===== src/rtl/board_uart_serializer.sv =====
// Serialises a captured board frame, one byte per UART handshake, top byte first.
// Each byte waits for the transmitter to go busy (or for a timeout) and then idle again.
module board_uart_serializer #(
  parameter int FRAME_BYTES = 80,
  parameter int ACK_TIMEOUT = 15,
  parameter int CNT_W       = 7
) (
  input  logic                     clk,
  input  logic                     rst,
  input  logic [FRAME_BYTES*8-1:0] i_frame,
  input  logic                     i_frame_stb,
  input  logic                     i_tx_busy,
  output logic [7:0]               o_tx_data,
  output logic                     o_tx_stb,
  output logic                     o_busy,
  output logic                     o_done,
  output logic                     o_drop
);

  localparam int FW    = FRAME_BYTES * 8;
  localparam int TMO_W = $clog2(ACK_TIMEOUT + 1);
  localparam logic [CNT_W-1:0] LAST_BYTE = CNT_W'(FRAME_BYTES - 1);
  localparam logic [TMO_W-1:0] TMO_MAX   = TMO_W'(ACK_TIMEOUT);

  typedef enum logic [2:0] {
    IDLE, LOAD, STROBE, WAIT_ACK, WAIT_IDLE, DONE
  } state_e;

  state_e           state_q, state_d;
  logic [FW-1:0]    frame_q, frame_d;
  logic [CNT_W-1:0] cnt_q, cnt_d;
  logic [TMO_W-1:0] tmo_q, tmo_d;
  logic [7:0]       data_q, data_d;

  always_ff @(posedge clk) begin
    if (rst) begin
      state_q <= IDLE;
      frame_q <= '0;
      cnt_q   <= '0;
      tmo_q   <= '0;
      data_q  <= '0;
    end else begin
      state_q <= state_d;
      frame_q <= frame_d;
      cnt_q   <= cnt_d;
      tmo_q   <= tmo_d;
      data_q  <= data_d;
    end
  end

  always_comb begin
    state_d = state_q;
    frame_d = frame_q;
    cnt_d   = cnt_q;
    tmo_d   = tmo_q;
    data_d  = data_q;
    unique case (state_q)
      IDLE: begin
        if (i_frame_stb) begin
          frame_d = i_frame;
          cnt_d   = '0;
          state_d = LOAD;
        end
      end
      LOAD: begin
        if (!i_tx_busy) begin
          data_d  = frame_q[FW-1 -: 8];
          state_d = STROBE;
        end
      end
      STROBE: begin
        tmo_d   = '0;
        state_d = WAIT_ACK;
      end
      WAIT_ACK: begin
        // A transmitter that never raises busy still lets the frame advance.
        if (i_tx_busy) begin
          state_d = WAIT_IDLE;
        end else begin
          tmo_d = tmo_q + 1'b1;
          if (tmo_q + 1'b1 == TMO_MAX) state_d = WAIT_IDLE;
        end
      end
      WAIT_IDLE: begin
        if (!i_tx_busy) begin
          frame_d = {frame_q[FW-9:0], 8'h00};
          cnt_d   = cnt_q + 1'b1;
          state_d = (cnt_q == LAST_BYTE) ? DONE : LOAD;
        end
      end
      DONE:    state_d = IDLE;
      default: state_d = IDLE;
    endcase
  end

  always_comb begin
    o_tx_data = data_q;
    o_tx_stb  = (state_q == STROBE);
    o_busy    = (state_q != IDLE);
    o_done    = (state_q == DONE);
    // Reset takes priority over a coincident request, so no drop is flagged then.
    o_drop    = i_frame_stb && !rst && (state_q != IDLE);
  end

endmodule


===== config.mk =====
export PLATFORM = sky130hd
export DESIGN_NAME = board_uart_serializer
export DESIGN_NICKNAME = d
export VERILOG_FILES = /design/src/rtl/board_uart_serializer.sv
export SDC_FILE = /design/constraint.sdc
export NUM_CORES = 2
export LEC_CHECK = 0
export CAP_MARGIN = 20
export CORE_ASPECT_RATIO = 1.75
export CORE_MARGIN = 3
export CORE_UTILIZATION = 40
export CTS_CLUSTER_DIAMETER = 40
export CTS_CLUSTER_SIZE = 12
export DETAILED_ROUTE_END_ITERATION = 10
export PLACE_DENSITY = 0.62
export SLEW_MARGIN = 20
export SYNTH_ARGS = -nofsm -noshare
export SYNTH_HDL_FRONTEND = slang
export SYNTH_SLANG_ARGS = --single-unit

===== constraint.sdc =====
create_clock -name clk -period 1.9 [get_ports clk]
set_input_delay 0.38 -clock clk [delete_from_list [all_inputs] [get_ports clk]]
set_output_delay 0.38 -clock clk [all_outputs]
set_load 0.02 [all_outputs]

==> flow_summary.yaml <==
cells_and_area:
  layout-drive-gt1-share: 0.251
  multi_input_area_um2: 16700
  fin_nets: 5121
  final-seq-area_um2: 13300
  syn2layout_area_growth_pct: 53.6
  final_core_util: 0.622
  nFillCells: 6335
  final_cells: 5544
die:
  dieArea_um2: 80900
  rows: 134
  start_util: 0.405
  ios: 656
  die_y_um: 374
  fp.dieW_um: 216
  coreArea_um2: 76500
timing:
  max_freq_mhz: 479
  clock_skew_ps: 20.7
  hold_viol_final: 0
  setup_tns_ps: -19750
  slew_viol_final: 0
  setup_ws_ps: -188
  worst_slew_pin_slew_ps: 791
  slew_headroom: 0.472
  rsz0062_at_grt: "true"
  period_minus_slack_ps: 2090
  final.period_utilization: 1.10
  setup_viol: 486
power_and_ir_drop:
  p_clk_frac: 0.340
  vdd_drop_max_uv: 708
  fin_total_pwr_w: 0.0435
  power_frac_comb: 0.272
  netSwitchingFraction: 0.300
  pwr_density_cell_nw_per_um2: 914
  intPower_w: 0.0304
  power.leakage_nw: 17.9
  p_seq_frac: 0.388
  p_switching_w: 0.0131
critical_path:
  slowest_stage: "or3_4"
  crit_type: "reg2out"
  cp.required_ps: 1520
  max_stage_delay_ps: 410
  end_kind: "output port"
  start_kind: "flip-flop"
  cp.arrival_ps: 1710
  critPathMaxFanout: 5
  cp_cell_sequence: "or3_4 > and3_4 > buf_6"
  r2r_cells: 9
place:
  placedCellCount: 5170
  place_hpwl_mm: 78.2
  gp_congestion: 0.859
  port_buffers: 655
clock_network:
  cts_root_buffer: "clkbuf_16"
  cts_tree: "yes"
  holdBufCountCts: 0
  cts_buffers: 78
  clock_path_buffers: 3
  clock_sinks: 662
  clk_pin_slew_ps: 60
  h-tree-depth: 3
  worstSkewPairLatency_ps: 640
route:
  dr.first_iter.drc_count: 2730
  num_vias: 31600
  dr.pass1.iters: 6
  wirelength_mm: 130
  route.detailed.drc: 0
  vias_per_cell: 5.70
  wl_per_cell_um: 23.4
  ant_nets: 0
global_route:
  antenna_found_initial: 17
  grt_overflow: 0
  grt_pass1_wl_mm: 172
  grt_pass1_vias: 29000
  grt_max_degree: 118
  grt_usage: 0.270
synth:
  syn_nets: 4331
  synth_top_cell_by_area: "dfxtp_1"
  synth_seq_area_share: 0.428
  syn_inst: 3684
  avgSynthCellArea_um2: 8.40
  synth_top_area_frac: 0.428
  ys_types: 42
  ys_warn_count: 0
  synth-seq-cells: 662
  synth_area_leaders: "dfxtp_1 43%, a311oi_2 19%, nand2_1 16%"
  synth_area_um2: 30900
outcome:
  violations: "negative setup slack"
  status: "finished with violations"
flow_run:
  cap_violations: 0
min_path:
  holdCritPathClass: "in2reg"
  whs_path_depth: 4
[worst paths after layout]
check                                   from            to  slack, ps
worst min register to register  frame_q[638]  o_tx_data[6]        450
worst max-delay path              state_q[2]        o_drop       -190
worst max register to register    state_q[0]  frame_q[290]       -150
worst min-delay path                     rst    state_q[0]        150
[cells in the mapped netlist (all sizes together)]
| library cell | number |
|---|---|
| nand2 | 1287 |
| dfxtp | 662 |
| nor2 | 657 |
| a311oi | 632 |
| buf | 258 |
| clkbuf | 104 |
| a21oi | 16 |
| a22oi | 8 |
| nor3 | 6 |
| inv | 5 |
| o21ai | 5 |
| nand2b | 4 |
| xor2 | 4 |
| and3 | 3 |
| ha | 3 |
| nor2b | 3 |
| o21a | 3 |
| or3 | 3 |
| and4 | 2 |
| o2111ai | 2 |
| o211ai | 2 |
| a21boi | 1 |
| a31oi | 1 |
| a32oi | 1 |
| a41oi | 1 |
| and2 | 1 |
| and2b | 1 |
| nand3 | 1 |
| nand3b | 1 |
| nand4b | 1 |
| o221ai | 1 |
| o22ai | 1 |
| o2bb2ai | 1 |
| or2 | 1 |
| or3b | 1 |
| or4 | 1 |
[area by class of cell]
| class | instances | area share |
|---|---|---|
| clock buffer | 88 | 0.0436 |
| clock inverter | 32 | 0.00739 |
| multi-input combinational | 2657 | 0.352 |
| sequential | 662 | 0.279 |
| tap | 1020 | 0.0268 |
| inverter | 5 | 0.000395 |
| timing repair buffer | 1070 | 0.291 |
| antenna | 10 | 0.000526 |
[layout by cell type (no fill, tap or decap), types with 5 or more instances in the layout]
master / n
dlygate4sd2_1: 8
diode_2: 10
inv_6: 6
nand2_4: 13
clkinv_2: 6
a22oi_1: 8
a311oi_2: 471
clkbuf_16: 173
buf_6: 59
a21oi_1: 16
buf_8: 17
a311oi_1: 161
o21ai_0: 5
clkdlybuf4s50_1: 642
buf_12: 66
buf_16: 68
inv_1: 5
nor3_1: 6
buf_4: 117
nand2_2: 92
clkinvlp_4: 7
nor2_1: 652
nand2_1: 1182
dfxtp_1: 659
[per-stage QoR]
step	worst slack, ps	hold WS (ps)	area [µm²]
floorplan	239	432	30900
global placement	-337	436	39000
detailed placement	-387	448	39000
CTS	-222	87.8	43100
global route	-224	176	47500
finish	-188	154	47500
[power by group through the flow]
stage / combinational, W / sequential, W / clock, W
4_1_cts: 0.00951 / 0.0168 / 0.0149
2_1_floorplan: 0.00548 / 0.0167 / 0
3_3_place_gp: 0.00811 / 0.0171 / 0
5_1_grt: 0.0125 / 0.0171 / 0.0154
6_report: 0.0118 / 0.0169 / 0.0148
3_5_place_dp: 0.00828 / 0.0171 / 0
[what timing repair did]
| action | in CTS | in global routing |
|---|---|---|
| setup buffers | 21 | 76 |
| endpoints found under the setup margin | 155 | 622 |
| cloned | 36 | 120 |
| gates resized for setup | 129 | 312 |
| pin swaps | 64 | 171 |
[worst max-delay path: cells and delay by family (launching register included)]
kind                   cells  cell delay, ps
buffers and inverters      1             120
AND/OR/NAND/NOR            2             580
flip-flops                 1             360
[per-layer routing]
layer  global-route usage  wire, µm  up-vias
li1                     -         -    14500
met1                0.350     52900    15500
met2                0.449     62400     1380
met3               0.0505      9530      230
met4               0.0945      4830       18
met5                    0       123        -
[cells by family (layout without fill, tap and decap cells)]
family	count (synthesis)	count (layout)	synth area share
simple gates	1973	1974	0.242
flops	662	662	0.428
other cells	0	10	0
buf+inv	367	1195	0.0608
compound gates	675	676	0.266
xor+xnor	4	4	0.00113
fa+ha+maj	3	3	0.00121
[flip-flops by register name, summed over array words and instances (netlist names)]
signal	cells
frame_q	640
o_tx_data	8
state_q	3
tmo_q	4
cnt_q	7
No activity file was read; power rests on OpenSTA's default activity.
